File: src/rtl/sdr_mem_bist.sv
// sdr_mem_bist: Wishbone burst-master memory self-test placed in front of the
// SDRAM controller. Once SDRAM init is done it writes a pattern over a range
// of words in bursts, reads the range back, and reports the outcome.
//
// Ports:
//   clk, reset_n          clock / async active-low reset
//   cfg_*                 test setup, latched on cfg_start while idle
//   sdr_init_done         SDRAM initialisation complete
//   wb_*_o / wb_*_i       Wishbone master towards the controller
//   bist_busy/done/pass   test status (pass valid while done)
//   bist_err_cnt          saturating mismatch count
//   bist_fail_addr/exp/act  details of the first mismatch
module sdr_mem_bist #(
    parameter int APP_AW = 26,
    parameter int dw     = 32,
    parameter int MAX_BL = 16
) (
    input  logic              clk,
    input  logic              reset_n,
    input  logic              cfg_start,
    input  logic [APP_AW-1:0] cfg_base,
    input  logic [15:0]       cfg_words,
    input  logic [4:0]        cfg_bl,
    input  logic [1:0]        cfg_pat,
    input  logic [31:0]       cfg_seed,
    input  logic              sdr_init_done,
    output logic              wb_cyc_o,
    output logic              wb_stb_o,
    output logic              wb_we_o,
    output logic [APP_AW-1:0] wb_addr_o,
    output logic [dw-1:0]     wb_dat_o,
    output logic [3:0]        wb_sel_o,
    output logic [2:0]        wb_cti_o,
    input  logic              wb_ack_i,
    input  logic [dw-1:0]     wb_dat_i,
    output logic              bist_busy,
    output logic              bist_done,
    output logic              bist_pass,
    output logic [15:0]       bist_err_cnt,
    output logic [APP_AW-1:0] bist_fail_addr,
    output logic [dw-1:0]     bist_fail_exp,
    output logic [dw-1:0]     bist_fail_act
);
    localparam int BW = $clog2(MAX_BL + 1);

    typedef enum logic [2:0] {
        IDLE, WAIT_INIT, WR_BURST, WR_GAP, RD_BURST, RD_GAP, DONE
    } state_t;

    state_t            state;
    logic [APP_AW-1:0] base_q;
    logic [15:0]       words_q, words_left;
    logic [BW-1:0]     bl_q, beats_left;
    logic [1:0]        pat_q;
    logic [31:0]       seed_q, lfsr;

    logic [BW-1:0]     bl_clamped, burst_n;
    logic [15:0]       wl_src;
    logic [dw-1:0]     exp_data;
    logic              ack_beat;

    function automatic logic [31:0] lfsr_init(input logic [31:0] s);
        return (s == 32'h0) ? 32'h1 : s;
    endfunction

    always_comb begin
        bl_clamped = BW'(cfg_bl);
        if (cfg_bl == 5'd0)
            bl_clamped = BW'(1);
        else if (32'(cfg_bl) > 32'(MAX_BL))
            bl_clamped = BW'(MAX_BL);
    end

    // The read pass restarts from the full word count, so the first read
    // burst is sized from words_q rather than the exhausted counter.
    assign wl_src  = (state == WR_GAP && words_left == 16'd0) ? words_q : words_left;
    assign burst_n = (wl_src < 16'(bl_q)) ? BW'(wl_src) : bl_q;

    always_comb begin
        case (pat_q)
            2'd0:    exp_data = dw'(wb_addr_o);
            2'd1:    exp_data = lfsr;
            2'd2:    exp_data = seed_q;
            default: exp_data = ~dw'(wb_addr_o);
        endcase
    end

    assign ack_beat = wb_stb_o && wb_ack_i && (state == WR_BURST || state == RD_BURST);
    assign wb_sel_o = wb_stb_o ? 4'hF : 4'h0;
    assign wb_dat_o = (wb_stb_o && wb_we_o) ? exp_data : '0;

    task automatic open_burst(input logic wr);
        wb_cyc_o   <= 1'b1;
        wb_stb_o   <= 1'b1;
        wb_we_o    <= wr;
        beats_left <= burst_n;
        wb_cti_o   <= (burst_n == BW'(1)) ? 3'b000 : 3'b010;
    endtask

    always_ff @(posedge clk or negedge reset_n) begin
        if (!reset_n) begin
            state          <= IDLE;
            base_q         <= '0;
            words_q        <= '0;
            words_left     <= '0;
            bl_q           <= '0;
            beats_left     <= '0;
            pat_q          <= '0;
            seed_q         <= '0;
            lfsr           <= '0;
            wb_cyc_o       <= 1'b0;
            wb_stb_o       <= 1'b0;
            wb_we_o        <= 1'b0;
            wb_addr_o      <= '0;
            wb_cti_o       <= 3'b000;
            bist_busy      <= 1'b0;
            bist_done      <= 1'b0;
            bist_pass      <= 1'b0;
            bist_err_cnt   <= '0;
            bist_fail_addr <= '0;
            bist_fail_exp  <= '0;
            bist_fail_act  <= '0;
        end else begin
            case (state)
                IDLE: if (cfg_start) begin
                    base_q         <= {cfg_base[APP_AW-1:2], 2'b00};
                    wb_addr_o      <= {cfg_base[APP_AW-1:2], 2'b00};
                    words_q        <= cfg_words;
                    words_left     <= cfg_words;
                    bl_q           <= bl_clamped;
                    pat_q          <= cfg_pat;
                    seed_q         <= cfg_seed;
                    lfsr           <= lfsr_init(cfg_seed);
                    bist_busy      <= 1'b1;
                    bist_done      <= 1'b0;
                    bist_pass      <= 1'b0;
                    bist_err_cnt   <= '0;
                    bist_fail_addr <= '0;
                    bist_fail_exp  <= '0;
                    bist_fail_act  <= '0;
                    state          <= (cfg_words == 16'd0) ? DONE : WAIT_INIT;
                end
                WAIT_INIT: if (sdr_init_done) begin
                    open_burst(1'b1);
                    state <= WR_BURST;
                end
                WR_BURST, RD_BURST: if (ack_beat) begin
                    wb_addr_o  <= wb_addr_o + APP_AW'(4);
                    lfsr       <= {lfsr[30:0], lfsr[31] ^ lfsr[21] ^ lfsr[1] ^ lfsr[0]};
                    words_left <= words_left - 16'd1;
                    beats_left <= beats_left - BW'(1);
                    if (state == RD_BURST && wb_dat_i != exp_data) begin
                        if (bist_err_cnt == 16'd0) begin
                            bist_fail_addr <= wb_addr_o;
                            bist_fail_exp  <= exp_data;
                            bist_fail_act  <= wb_dat_i;
                        end
                        if (bist_err_cnt != 16'hFFFF)
                            bist_err_cnt <= bist_err_cnt + 16'd1;
                    end
                    if (beats_left == BW'(1)) begin
                        wb_cyc_o <= 1'b0;
                        wb_stb_o <= 1'b0;
                        wb_we_o  <= 1'b0;
                        wb_cti_o <= 3'b000;
                        state    <= (state == WR_BURST) ? WR_GAP : RD_GAP;
                    end else if (beats_left == BW'(2)) begin
                        wb_cti_o <= 3'b111;
                    end
                end
                WR_GAP: begin
                    if (words_left != 16'd0) begin
                        open_burst(1'b1);
                        state <= WR_BURST;
                    end else begin
                        // Rewind address and generator so reads replay the sequence.
                        wb_addr_o  <= base_q;
                        lfsr       <= lfsr_init(seed_q);
                        words_left <= words_q;
                        open_burst(1'b0);
                        state      <= RD_BURST;
                    end
                end
                RD_GAP: begin
                    if (words_left != 16'd0) begin
                        open_burst(1'b0);
                        state <= RD_BURST;
                    end else begin
                        state <= DONE;
                    end
                end
                DONE: begin
                    bist_busy <= 1'b0;
                    bist_done <= 1'b1;
                    bist_pass <= (bist_err_cnt == 16'd0);
                    state     <= IDLE;
                end
                default: state <= IDLE;
            endcase
        end
    end
endmodule
File: config.mk
export PLATFORM = sky130hd
export DESIGN_NAME = sdr_mem_bist
export DESIGN_NICKNAME = d
export VERILOG_FILES = /design/src/rtl/sdr_mem_bist.sv
export SDC_FILE = /design/constraint.sdc
export NUM_CORES = 1
export LEC_CHECK = 0
export CORE_MARGIN = 2
export CORE_UTILIZATION = 54
export CTS_BUF_LIST = sky130_fd_sc_hd__clkbuf_8
export DETAILED_ROUTE_END_ITERATION = 6
export GPL_TIMING_DRIVEN = 0
export HOLD_SLACK_MARGIN = 0.03
export PLACE_DENSITY_LB_ADDON = 0.15
export SYNTH_ARGS = -nofsm -noshare
export SYNTH_HDL_FRONTEND = slang
export SYNTH_SLANG_ARGS = --single-unit
File: constraint.sdc
create_clock -name clk -period 3.75 [get_ports clk]
set_clock_uncertainty 0.1 [all_clocks]
set_input_delay 0.75 -clock clk [delete_from_list [all_inputs] [get_ports clk]]
set_output_delay 0.75 -clock clk [all_outputs]
set_load 0.01 [all_outputs]
* Word level (Yosys, flattened, before mapping)
Cells that the tools add are included.
** Storage, ports and cells
- Bits in latches :: 0
- Bits of input ports :: 118
- Memory bits (read-only) :: 0
- Bits in writable memories :: 0
- Logic and storage cells :: 155
- Flip-flop bits (word level) :: 275
- Memories :: 0
- Output and inout port bits :: 177
** Operators by class
- $mul :: 0
- Div/mod/pow operators :: 0
- Bitwise gates (word level) :: 4
- $add $sub $neg :: 4
- $lt $le $gt $ge :: 2
- Shifts and indexed selects :: 0
- Reduce and logical (&&, ||, !) cells :: 29
- Muxes and demuxes :: 73
- Equality and inequality tests :: 23
** Operator list (number)
- two-way mux 32 bit :: 13
- one-hot mux 32 bit (3 select lines) :: 2
- two-way mux 26 bit :: 7
- two-way mux 16 bit :: 8
- one-hot mux 32 bit (2 select lines) :: 2
- one-hot mux 26 bit (3 select lines) :: 1
- zero test 32 bit :: 2
- one-hot mux 26 bit (2 select lines) :: 1
- zero test 16 bit :: 3
- one-hot mux 16 bit (3 select lines) :: 1
- two-way mux 3 bit :: 12
- inequality test 32 bit :: 1
- inverter 26 -> 32 bit :: 1
- one-hot mux 16 bit (2 select lines) :: 1
- two-way mux 5 bit :: 6
- adder 26 x 3 -> 26 bit (second input constant) :: 1
- one-hot mux 5 bit (4 select lines) :: 1
- AND reduction 5 bit :: 4
- inequality test 2 bit (second input constant) :: 9
- adder 16 x 1 -> 16 bit (second input constant) :: 1
- < comparator 16 x 5 -> 1 bit :: 1
- inequality test 16 bit (second input constant) :: 1
- nonzero test 16 bit :: 1
- subtractor 16 x 1 -> 16 bit (second input constant) :: 1
- 29 further kinds :: 54

* Depth between registers and ports, before layout
Gate-level depths: netlist of the first run.
- Depth in word-level cells :: 9
- Depth in mapped cells :: 13
- Gate-level depth less buffers :: 13

* Worst setup path after synthesis of the first run
Ideal clock, no wire load.
- Path type :: register to register
- Start point :: register words_left[6]
- End point :: register wb_cti_o[1]
- Library setup time :: 82 ps
- Cell stages (with the launch flop) :: 12
- Slack :: 617 ps
- Path buffers :: 0
- Arrival :: 2951 ps
- Required time :: 3568 ps
- Period minus slack after synthesis :: 3133 ps
- Cells stage by stage :: dfrtp_1 nor4_1 nand3_1 nor3_2 a21o_1 ha_1 a21oi_1 nor2b_1 o21ai_0 nand4b_2 mux2_2 o22ai_1
** Between the ends
- Longest elaborated chain between the ends :: 9
- Elaborated cells on any way between the ends :: 13
- Classes of those cells :: order compare: 1; eq/ne: 2; mux: 6; reduce/logical: 4
** RTL lines
- start: declaration :: line 52 : logic [15:0] words_q, words_left;
- start signal: assignment :: line 129 : words_left <= cfg_words;
- start signal: assignment :: line 150 : words_left <= words_left - 16'd1;
- start signal: assignment :: line 179 : words_left <= words_q;
- zero test 16 bit :: line 76 : assign wl_src = (state == WR_GAP && words_left == 16'd0) ? words_q : words_left;
- logical AND 1 bit :: line 76
- two-way mux 16 bit :: line 76
- < comparator 16 x 5 -> 1 bit :: line 77 : assign burst_n = (wl_src < 16'(bl_q)) ? BW'(wl_src) : bl_q;
- two-way mux 5 bit :: line 77
- == test 5 x 1 -> 1 bit :: line 97 : wb_cti_o <= (burst_n == BW'(1)) ? 3'b000 : 3'b010;
- two-way mux 2 bit :: line 97
- two-way mux 3 bit, on equally long branches :: line 185, 143
- one-hot mux 3 bit (4 select lines) :: line 124 : case (state)
- end signal: assignment :: line 115 : wb_cti_o <= 3'b000;
- end signal: assignment :: line 165 : wb_cti_o <= 3'b000;
- end signal: assignment :: line 168 : wb_cti_o <= 3'b111;
- end: declaration :: line 33 : output logic [2:0] wb_cti_o,
Parallel ways exist; a longest one is shown, timed or not. The select of a mux whose other input is x is not followed.
A chain may end at the register's enable or synchronous reset.

* Worst setup path after layout of the first run
- Start point :: register wb_addr_o[10]
- End point :: output wb_dat_o[10]
** Between the ends
- Longest elaborated chain between the ends :: 3
** RTL lines
- start: declaration :: line 30 : output logic [APP_AW-1:0] wb_addr_o,
- start signal: assignment :: line 127 : wb_addr_o <= {cfg_base[APP_AW-1:2], 2'b00};
- start signal: assignment :: line 148 : wb_addr_o <= wb_addr_o + APP_AW'(4);
- start signal: assignment :: line 177 : wb_addr_o <= base_q;
- inverter 26 -> 32 bit :: line 84 : default: exp_data = ~dw'(wb_addr_o);
- one-hot mux 32 bit (3 select lines) (*) :: line 80 : case (pat_q)
- two-way mux 32 bit (*) :: line 90 : assign wb_dat_o = (wb_stb_o && wb_we_o) ? exp_data : '0;
- end: declaration :: line 31 : output logic [dw-1:0] wb_dat_o,
Mark *: on every way between the ends. The rest lies on a longest branch, timed or not.

==> flow_summary.yaml, run 1 <==
placed_design:
  dp.final_hpwl_um: 47800
  gp_routability_congestion: 1.02
  port_buffers: 288
  dpl_cell_area_um2: 18800
clocking:
  cts.clk_slew.worst_paths_ns: 0.06
  tritoncts: "yes"
  htree_levels: 2
  clkLatencyLatePin_ns: 0.60
  cts.root.buffer_cell: "sky130_fd_sc_hd__clkbuf_8"
  clock_sinks: 270
  maximum_buffer_depth_of_the_clock_tree: 3
  tritoncts.num_buffers: 47
global_route:
  track_usage_pct: 41.0
  antenna_violations_before_repair: 0
  pin_count_of_the_biggest_net_entering_global_routing: 120
  grt_remaining_overflow: 0
  grt_pass1_vias: 15400
  grt_pass1_wl_um: 94200
yosys:
  synthDistinctLibCells: 69
  seq_area_frac_synth_pct: 43.9
  synth_top_area_share_pct: 43.9
  post_synth_inst_count: 1812
  ys_warn_count: 0
  synth_edf_count: 0
  synthesis.area_per_instance_um2: 8.50
  dominantRegCellSynth: "sky130_fd_sc_hd__dfrtp_1"
  synth_async_sr_flop_share_pct: 100
  netlist.top_cell.by_area: "sky130_fd_sc_hd__dfrtp_1"
  synth.top_cells.by_area: "sky130_fd_sc_hd__dfrtp_1, sky130_fd_sc_hd__nand2_1, sky130_fd_sc_hd__mux2i_1, sky130_fd_sc_hd__nor2_1, sky130_fd_sc_hd__o21ai_0"
  yosys.cell_count.top_type: "sky130_fd_sc_hd__nand2_1"
  synth_seq_cells: 270
  synthesis.area_um2: 15400
  synth_commonest_cells: "sky130_fd_sc_hd__nand2_1, sky130_fd_sc_hd__dfrtp_1, sky130_fd_sc_hd__nor2_1"
setup_path:
  regToRegStartpoint: "words_left[0]"
  cp-start-kind: "flip-flop"
  worstPathMaxFanout: 9
  worstSetupPathType: "flip-flop to output pin"
  rrSetupSlack_ns: 0.12
  worst_ep_arrival_time_ns: 2.89
  worst_r2r_path_cells: 11
  worstSetupStartpoint: "wb_addr_o[10]"
  critical_path_rt_ns: 2.90
  crit-reg2reg-capture: "wb_addr_o[8]"
  cp-end-kind: "output pin"
finish:
  antenna_cells: 0
  area.growth.synth_to_final_pct: 29.1
  design.final.nets: 2281
  final_area_um2: 19900
  drive_above_1_share_pct: 9.08
hold_path:
  timing.hold.worst.start: "base_q[10]"
  hold_path.class: "flip-flop to flip-flop"
  worstHoldEndpoint: "base_q[10]"
  hold_depth: 2
power:
  vdd_drop_max_uv: 349
  power.total_uw: 6330
  pwr_cell_area_nw_per_um2: 319
  total_leakage_power_uw: 0.00929
routing:
  drt_wl_total_um: 62800
  routed-via-count: 16400
  pre_repair_dr_iteration_count: 7
  drc_errors: 11
  initialDrtViolationCount: 2214
  detailed_route_wire_length_per_cell_um: 24.6
  drt.antenna.violating_nets: 0
  detail_route.vias_per_cell: 6.41
timing:
  setup_viol_count_final: 0
  worst_pin_slew_ns: 1.03
  final.min_clock_period_ns: 3.74
  fin_worst_hold_slack_ns: 0.375
  finalCritPeriodShare_pct: 99.6
  max-slew-margin-rel_pct: 31.6
  hold_viol: 0
  final-max-slew-violation-count: 0
  rsz0062_at_grt: "yes"
  fmax_ghz: 0.268
floorplan:
  core.rowCount: 61
  ios: 295
  start_util_pct: 55.1
  die_height_um: 173
  die-width_um: 173
  dieArea_um2: 29900
  core_area_um2: 27900
flow_run:
  timing.max_cap.violations: 0
outcome:
  run_status: "complete, but fails checks"
  violations: "design-rule violations"
-- through the flow --
step / cells / util [%] / setup slack (ns) / setup TNS (ns)
after floorplan: 1815 / - / 0.617 / 0
after global placement: 2481 / 67.2 / -9.76 / -2626.71
after detailed placement: 2483 / 67.4 / -0.230 / -9.19
after CTS: 2560 / 70.9 / 0.00563 / 0
after global routing: 2558 / 71.1 / -0.0956 / -0.0956
final: 2558 / 71.1 / 0.0138 / 0
-- area by class of cell --
type / count / area (um^2)
Fill cell: 2255 / 8060
Inverter: 34 / 131
Clock inverter: 22 / 171
Buffer: 145 / 708
Tap cell: 378 / 473
Clock buffer: 56 / 771
Timing Repair Buffer: 291 / 2960
Sequential cell: 270 / 6760
Multi-Input combinational cell: 1362 / 7900
-- routing by layer --
layer | up-vias | GRT usage [%] | wire length (um)
li1 | 7119 | - | -
met1 | 7831 | 55.7 | 24400
met2 | 1244 | 62.1 | 27400
met3 | 201 | 12.4 | 8410
met4 | 0 | 15.7 | 2630
met5 | - | 0 | 0
-- registers in the layout (all words and copies together) (netlist names) --
name,cells
words_left,16
wb_addr_o,24
bl_q,5
wb_we_o,1
seed_q,32
words_q,16
wb_stb_o,1
pat_q,2
beats_left,5
bist_done,1
state,3
bist_busy,1
bist_fail_act,32
base_q,24
bist_fail_exp,32
bist_err_cnt,16
bist_fail_addr,24
wb_cti_o,2
lfsr,32
bist_pass,1
-- kinds of logic after synthesis --
logic type	count (synthesis)	synth area share [%]
AO/OA/AOI/OAI	402	17.6
XOR/XNOR	9	0.512
adder cells (fa/ha/maj)	12	0.975
buffers and inverters	183	5.38
flip-flops	270	43.9
multiplexers	89	5.99
other	1	0.0244
AND/OR/NAND/NOR	846	25.7
-- what timing repair did --
action	in CTS	in global routing
hold endpoints to repair	56	0
hold buffers	1	0
gates resized for setup	8	30
setup endpoints to repair	55	95
setup buffers	0	0
-- how the worst max path moves through the flow --
stage	slack [ns]	cells past startpoint	endpoint
2_1_floorplan	0.62	11	wb_cti_o[1]
3_3_place_gp	-9.76	1	seed_q[13]
3_5_place_dp	-0.23	7	pat_q[0]
4_1_cts	0.006	6	wb_dat_o[2]
5_1_grt	-0.1	7	wb_dat_o[19]
6_report	0.01	6	wb_dat_o[10]
-- where the power goes --
part	switching (uW)	internal (uW)
sequential	69.0	2960
combinational	253	229
clock	1270	1550
total	1590	4740
-- placed cells by master, fill, tap and decap left out, types with 12 or more instances in the layout --
master,count
sky130_fd_sc_hd__and3_1,14
sky130_fd_sc_hd__mux2i_1,64
sky130_fd_sc_hd__buf_4,20
sky130_fd_sc_hd__nand3_1,21
sky130_fd_sc_hd__nor2b_1,29
sky130_fd_sc_hd__a21oi_1,57
sky130_fd_sc_hd__nor2_1,136
sky130_fd_sc_hd__o21ai_0,98
sky130_fd_sc_hd__nand2b_1,37
sky130_fd_sc_hd__a21bo_1,13
sky130_fd_sc_hd__or3_1,30
sky130_fd_sc_hd__nand4_1,34
sky130_fd_sc_hd__a221oi_1,24
sky130_fd_sc_hd__a31oi_1,37
sky130_fd_sc_hd__clkbuf_1,97
sky130_fd_sc_hd__a31o_2,22
sky130_fd_sc_hd__clkbuf_8,56
sky130_fd_sc_hd__buf_2,12
sky130_fd_sc_hd__a22oi_1,33
sky130_fd_sc_hd__nor4_1,36
sky130_fd_sc_hd__inv_1,49
sky130_fd_sc_hd__dfrtp_1,270
sky130_fd_sc_hd__nand2_1,397
sky130_fd_sc_hd__mux2_2,22
sky130_fd_sc_hd__a211oi_1,42
sky130_fd_sc_hd__o22ai_1,15
sky130_fd_sc_hd__ha_1,12
sky130_fd_sc_hd__nor3_1,50
sky130_fd_sc_hd__clkdlybuf4s50_1,283
sky130_fd_sc_hd__or2_2,16
-- critical path: stages, from the launching register on --
cell and delay (ns):
sky130_fd_sc_hd__dfrtp_1 0.36, sky130_fd_sc_hd__clkbuf_1 0.57, sky130_fd_sc_hd__a211oi_1 0.12, sky130_fd_sc_hd__a31o_2 0.29, sky130_fd_sc_hd__or2_2 0.31, sky130_fd_sc_hd__nor2_1 0.09
sky130_fd_sc_hd__clkdlybuf4s50_1 0.54
No activity file was read; power rests on OpenSTA's default activity.
==> inputs of run 2 (changes only) <==
--- a/config.mk
+++ b/config.mk
@@ -12,6 +12,7 @@
 export GPL_TIMING_DRIVEN = 0
 export HOLD_SLACK_MARGIN = 0.03
 export PLACE_DENSITY_LB_ADDON = 0.15
+export SETUP_SLACK_MARGIN = 0.15
 export SYNTH_ARGS = -nofsm -noshare
 export SYNTH_HDL_FRONTEND = slang
 export SYNTH_SLANG_ARGS = --single-unit
==> run 2 against run 1 <==
  * The run still ends with design-rule violations left
  * Power hardly changed
  * Sequential share of layout area is 0.19 points lower
  * Largest cell class unchanged
  * Clock power hardly changed
  * Sequential power hardly changed
  * Critical path depth is 4 higher
  * Critical path type is now flip-flop to flip-flop
  * Clock-buffer cell count stayed put
  * Global-route usage hardly changed
  * Wire length is 0.67% higher
  * Utilization is 0.39 points higher
  * Fmax is 4.0% higher
  * Largest power group unchanged
  * Hold slack better by 0.0019 ns
==> flow_summary.yaml, run 2 (synthesis results as in run 1) <==
setup_path:
  cell_by_cell_listing_of_the_critical_path: "clkbuf_1 -> inv_1 -> and2_1 -> clkbuf_1 -> clkbuf_1 -> clkbuf_1 -> o21ai_0 -> nand2_1 -> nand2_1 -> o21ai_0"
  critical_path.max_stage_delay_ns: 0.81
  cp_num_cells: 10
  critical-path-slowest-cell: "sky130_fd_sc_hd__clkbuf_1"
  cp-start-kind: "flip-flop"
  crit_family: "buffers and inverters"
  worst_ep_arrival_time_ns: 3.99
  regToRegStartpoint: "state[0]"
  cp-end-kind: "flip-flop"
  critical_path_rt_ns: 4.15
  timing.critical_path.mode_cell: "sky130_fd_sc_hd__clkbuf_1"
  worstSetupPathType: "flip-flop to flip-flop"
  worstPathMaxFanout: 10
  worst_r2r_path_cells: 10
  crit-reg2reg-capture: "words_left[12]"
  critical_path_buf_inv_count: 5
  rrSetupSlack_ns: 0.16
hold_path:
  worstHoldEndpoint: "base_q[10]"
  hold_path.class: "flip-flop to flip-flop"
  hold_depth: 2
  timing.hold.worst.start: "base_q[10]"
floorplan:
  start_util_pct: 55.1
  core.rowCount: 61
  dieArea_um2: 29900
  die-width_um: 173
  core_area_um2: 27900
  die_height_um: 173
  ios: 295
finish:
  area.growth.synth_to_final_pct: 29.8
  design.final.nets: 2288
  n_fill_cell: 2247
  layout_commonest_cell: "sky130_fd_sc_hd__nand2_1"
  layout.cells.most_common_list: "sky130_fd_sc_hd__nand2_1, sky130_fd_sc_hd__clkdlybuf4s50_1, sky130_fd_sc_hd__dfrtp_1"
  final_cell_count_no_fill: 2566
  fin_util_pct: 71.5
  drive_above_1_share_pct: 10.1
routing:
  pre_repair_dr_iteration_count: 7
  routed-via-count: 16500
  drt.antenna.violating_nets: 0
  drc_errors: 2
  detail_route.vias_per_cell: 6.42
  drt_wl_total_um: 63300
  detailed_route_wire_length_per_cell_um: 24.7
  initialDrtViolationCount: 2412
timing:
  rsz0062_at_grt: "yes"
  hold_viol: 0
  final.min_clock_period_ns: 3.59
  final-max-slew-violation-count: 0
  postLayoutSetupSlackWorst_ns: 0.159
  max-slew-margin-rel_pct: 33.8
  setup_viol_count_final: 0
  fmax_ghz: 0.278
  fin_worst_hold_slack_ns: 0.377
  worst_pin_slew_ns: 0.993
  finalCritPeriodShare_pct: 95.8
clocking:
  cts.clk_slew.worst_paths_ns: 0.06
  maximum_buffer_depth_of_the_clock_tree: 3
  tritoncts: "yes"
  tritoncts.num_buffers: 47
  cts.root.buffer_cell: "sky130_fd_sc_hd__clkbuf_8"
  clock_sinks: 270
  clkLatencyLatePin_ns: 0.60
  htree_levels: 2
global_route:
  antenna_violations_before_repair: 1
  pin_count_of_the_biggest_net_entering_global_routing: 120
  grt_pass1_vias: 15400
  grt_pass1_wl_um: 94200
  grt_remaining_overflow: 0
  track_usage_pct: 41.0
placed_design:
  gp_routability_congestion: 1.02
  dp.final_hpwl_um: 47800
  pre_cts_slack_ns: -0.230
  port_buffers: 288
  placed_cells: 2483
power:
  vdd_drop_max_uv: 349
  pwr_cell_area_nw_per_um2: 317
  power.total_uw: 6330
  total_leakage_power_uw: 0.00935
outcome:
  run_status: "complete, but fails checks"
  violations: "design-rule violations"
flow_run:
  timing.max_cap.violations: 0
run 2: changes by cell type in the layout (fill, tap and decap cells not counted), sizes merged:
cell	before	now
dlygate4sd2	0	8
dlymetal6s2s	4	2
diode	0	1
buf	44	49
clkbuf	160	162
clkdlybuf4s50	283	277
run 2: worst max-delay path by stage:
stage / start / end / slack, ns
global route: words_left[12] / wb_cti_o[1] / 0.13
global placement: reset_n / seed_q[13] / -9.76
detailed placement: cfg_start / pat_q[0] / -0.23
CTS: pat_q[0] / wb_dat_o[18] / 0.09
floorplan: words_left[6] / wb_cti_o[1] / 0.62
finish: state[0] / words_left[12] / 0.16
run 2: power breakdown:
group / internal (uW) / total, uW / switching, uW
Combinational: 230 / 486 / 257
Sequential: 2960 / 3030 / 67.7
Clock: 1550 / 2810 / 1270
Total: 4740 / 6330 / 1590
run 2: cell type report:
cell class	count	area (um^2)	share of cell area, %
tap	378	473	2.37
multi-input combinational	1362	7950	39.8
inverter	34	131	0.657
sequential	270	6760	33.8
antenna	1	2.50	0.0125
buffer	149	752	3.76
clock buffer	56	771	3.86
clock inverter	22	171	0.858
timing repair buffer	294	2970	14.9
run 2: worst min-delay path, delay by kind of cell, from the launching register on:
kind / cells / cell delay (ns)
and+or+nand+nor: 2 / 0.10
DFF: 1 / 0.34
run 2: repair_timing:
action / CTS / global route
resized for setup: 36 / 38
hold buffers: 1 / 0
setup buffers: 0 / 3
endpoints found under the hold margin: 56 / 0
endpoints found under the setup margin: 89 / 145
pin swaps: 0 / 2
run 2: layer usage:
layer	wire (um)	GRT usage, %	vias to the layer above	part of all wire (%)
met5	0	0	-	0
met4	2690	15.6	0	4.2
met3	8150	12.2	203	13
met2	27400	62.2	1211	43
met1	25000	55.8	7954	40
li1	-	-	7116	-
run 2: through the flow:
| stage | TNS, ns | area [um^2] |
|---|---|---|
| 3_5_place_dp | -9.19 | 18800 |
| 6_report | 0 | 20000 |
| 3_3_place_gp | -2626.71 | 18800 |
| 5_1_grt | 0 | 20000 |
| 4_1_cts | 0 | 19800 |
| 2_1_floorplan | 0 | 15400 |
==> inputs of run 3 (changes only) <==
--- a/config.mk
+++ b/config.mk
@@ -5,8 +5,10 @@
 export SDC_FILE = /design/constraint.sdc
 export NUM_CORES = 1
 export LEC_CHECK = 0
+export CELL_PAD_IN_SITES_DETAIL_PLACEMENT = 2
+export CELL_PAD_IN_SITES_GLOBAL_PLACEMENT = 2
 export CORE_MARGIN = 2
-export CORE_UTILIZATION = 54
+export CORE_UTILIZATION = 32
 export CTS_BUF_LIST = sky130_fd_sc_hd__clkbuf_8
 export DETAILED_ROUTE_END_ITERATION = 6
 export GPL_TIMING_DRIVEN = 0
==> run 3 against run 2 <==
  * The run now ends clean
  * Sequential share of layout area is 0.89 points lower
  * Combinational power rose by 4%
  * Wire length is 21% higher
  * Die area up 67%
  * Register-to-register slack hardly changed
  * First-iteration DRC count fell by 50%
  * Clock power rose by 8.9%
  * Non-clock buffer count rose by 7
  * Sequential cell count stayed put
  * Via count is 1.0% lower
==> flow_summary.yaml, run 3 (synthesis results as in run 1) <==
floorplan:
  core.rowCount: 80
  ios: 295
  start_util_pct: 32.3
  die_height_um: 223
  core_area_um2: 47600
  die-width_um: 223
  dieArea_um2: 49900
finish:
  design.final.nets: 2300
  area.growth.synth_to_final_pct: 33.3
  layout_commonest_cell: "sky130_fd_sc_hd__nand2_1"
  layout.cells.most_common_list: "sky130_fd_sc_hd__nand2_1, sky130_fd_sc_hd__clkdlybuf4s50_1, sky130_fd_sc_hd__dfrtp_1"
  multi_input_gate_area_in_the_final_layout_um2: 7980
  final_cell_count_no_fill: 2829
  final-seq-area_um2: 6760
  drive_above_1_share_pct: 11.9
  n_fill_cell: 5311
timing:
  fin_worst_hold_slack_ns: 0.378
  fmax_ghz: 0.279
  worst_pin_slew_ns: 1.03
  finalCritPeriodShare_pct: 95.6
  final-max-slew-violation-count: 0
  rsz0062_at_grt: "yes"
  setup_viol_count_final: 0
  final.min_clock_period_ns: 3.58
  hold_viol: 0
  max-slew-margin-rel_pct: 31.3
routing:
  initialDrtViolationCount: 1216
  routed-via-count: 16300
  pre_repair_dr_iteration_count: 5
  detailed_route_wire_length_per_cell_um: 27.1
  drc_errors: 0
  drt_wl_total_um: 76800
  detail_route.vias_per_cell: 5.77
  drt.antenna.violating_nets: 0
placed_design:
  placed_cells: 2720
  dp.final_hpwl_um: 58200
  gp_routability_congestion: 0.889
  port_buffers: 288
power:
  pwr_cell_area_nw_per_um2: 321
  vdd_drop_max_uv: 246
  total_leakage_power_uw: 0.00959
setup_path:
  critical_path_rt_ns: 4.21
  worstSetupPathType: "flip-flop to flip-flop"
  critical_path.max_stage_delay_ns: 0.54
  cp-start-kind: "flip-flop"
  worst_ep_arrival_time_ns: 4.05
  worstPathMaxFanout: 6
  critical-path-slowest-cell: "sky130_fd_sc_hd__nor4_1"
  cell_by_cell_listing_of_the_critical_path: "nor4_1 -> nand3_2 -> nor3_4 -> a21o_1 -> ha_1 -> a21oi_1 -> nor2b_1 -> o21ai_0 -> nand4b_2 -> mux2_2 -> o22ai_1"
  cp-end-kind: "flip-flop"
  crit_family: "simple AND/OR/NAND/NOR gates"
  critical_path_buf_inv_count: 0
global_route:
  pin_count_of_the_biggest_net_entering_global_routing: 102
  grt_pass1_vias: 17500
  grt_util_met2_pct: 50.6
  grt_pass1_wl_um: 114000
  grtUsageMet1_pct: 40.4
  busiest_layer: "met2"
  global_route.usage.met3_pct: 4.56
  track_usage_pct: 30.6
  grt_remaining_overflow: 0
  antenna_violations_before_repair: 0
clocking:
  cts.clk_slew.worst_paths_ns: 0.06
  htree_levels: 2
  tritoncts.num_buffers: 52
  tritoncts: "yes"
  clkLatencyLatePin_ns: 0.69
  cts.root.buffer_cell: "sky130_fd_sc_hd__clkbuf_8"
  maximum_buffer_depth_of_the_clock_tree: 3
  clock_sinks: 270
flow_run:
  timing.max_cap.violations: 0
outcome:
  run_status: "finished clean"
hold_path:
  hold_path.class: "flip-flop to flip-flop"
run 3: changes by cell type in the layout (fill, tap and decap cells not counted), moves of 5 or more:
cell	previous run	this run
sky130_fd_sc_hd__inv_1	49	56
sky130_fd_sc_hd__clkinv_2	1	6
sky130_fd_sc_hd__nor3_2	1	6
sky130_fd_sc_hd__nor3_1	50	45
sky130_fd_sc_hd__clkbuf_2	12	23
sky130_fd_sc_hd__clkbuf_1	91	76
sky130_fd_sc_hd__clkbuf_8	56	64
sky130_fd_sc_hd__dlygate4sd2_1	8	13
sky130_fd_sc_hd__clkdlybuf4s50_1	277	270
sky130_fd_sc_hd__buf_6	9	14
sky130_fd_sc_hd__buf_4	26	32
run 3: layer usage:
metal	vias up	share of wire, %
li1	7143	-
met1	8421	44
met2	604	47
met3	151	5.8
met4	0	3.5
met5	-	0
run 3: area by class of cell:
class                      instances  area share, %
antenna                            1         0.0122
sequential                       270           32.9
multi-input combinational       1362           38.8
tap                              615           3.75
clock buffer                      64           4.29
clock inverter                    33          0.847
timing repair buffer             301           14.7
inverter                          34          0.640
buffer                           149           4.01
run 3: path summary, 6_finish.rpt:
| path | startpoint | endpoint | slack (ns) | depth (start not counted) |
|---|---|---|---|---|
| max | words_left[9] | wb_cti_o[1] | 0.17 | 11 |
| min | base_q[16] | base_q[16] | 0.38 | 2 |
| max reg2reg | words_left[9] | wb_cti_o[1] | 0.17 | 11 |
| min reg2reg | base_q[16] | base_q[16] | 0.38 | 2 |
| max in group asynchronous | reset_n | bist_fail_addr[14] | 1.93 | 3 |
| min in group asynchronous | reset_n | bist_err_cnt[4] | 0.58 | 2 |
run 3: per-stage QoR:
step / power (uW) / setup TNS [ns] / cell area [um^2] / setup slack, ns / utilization (%)
6_report: 6590 / 0 / 20500 / 0.165 / 43.1
5_1_grt: 6800 / 0 / 20500 / 0.00639 / 43.1
4_1_cts: 6640 / 0 / 20500 / 0.0113 / 42.9
3_5_place_dp: 3560 / -47.31 / 19100 / -0.422 / 40.1
3_3_place_gp: 3540 / -2915.96 / 19100 / -10.73 / 40.0
2_1_floorplan: 3190 / 0 / 15400 / 0.617 / -
run 3: report_power, final:
part	total [uW]	internal, uW	leakage (uW)	switching (uW)
Sequential	3020	2960	0.00351	63.9
Combinational	504	231	0.00544	272
Clock	3060	1610	0.000631	1450
Total	6590	4800	0.00959	1780
run 3: worst register-to-register path: cells and delay by family (launching register included):
family / cells / cell delay (ns)
and+or+nand+nor: 5 / 1.51
muxes: 1 / 0.41
DFF: 1 / 0.43
AOI/OAI and AO/OA: 4 / 0.76
adders and majority gates: 1 / 0.26
run 3: what timing repair did:
item | CTS | global route
hold buffers | 1 | 0
setup endpoints to repair | 231 | 76
hold endpoints to repair | 71 | 0
setup buffers | 9 | 1
gates cloned | 0 | 0
gates resized for setup | 89 | 32
pin swaps | 2 | 3
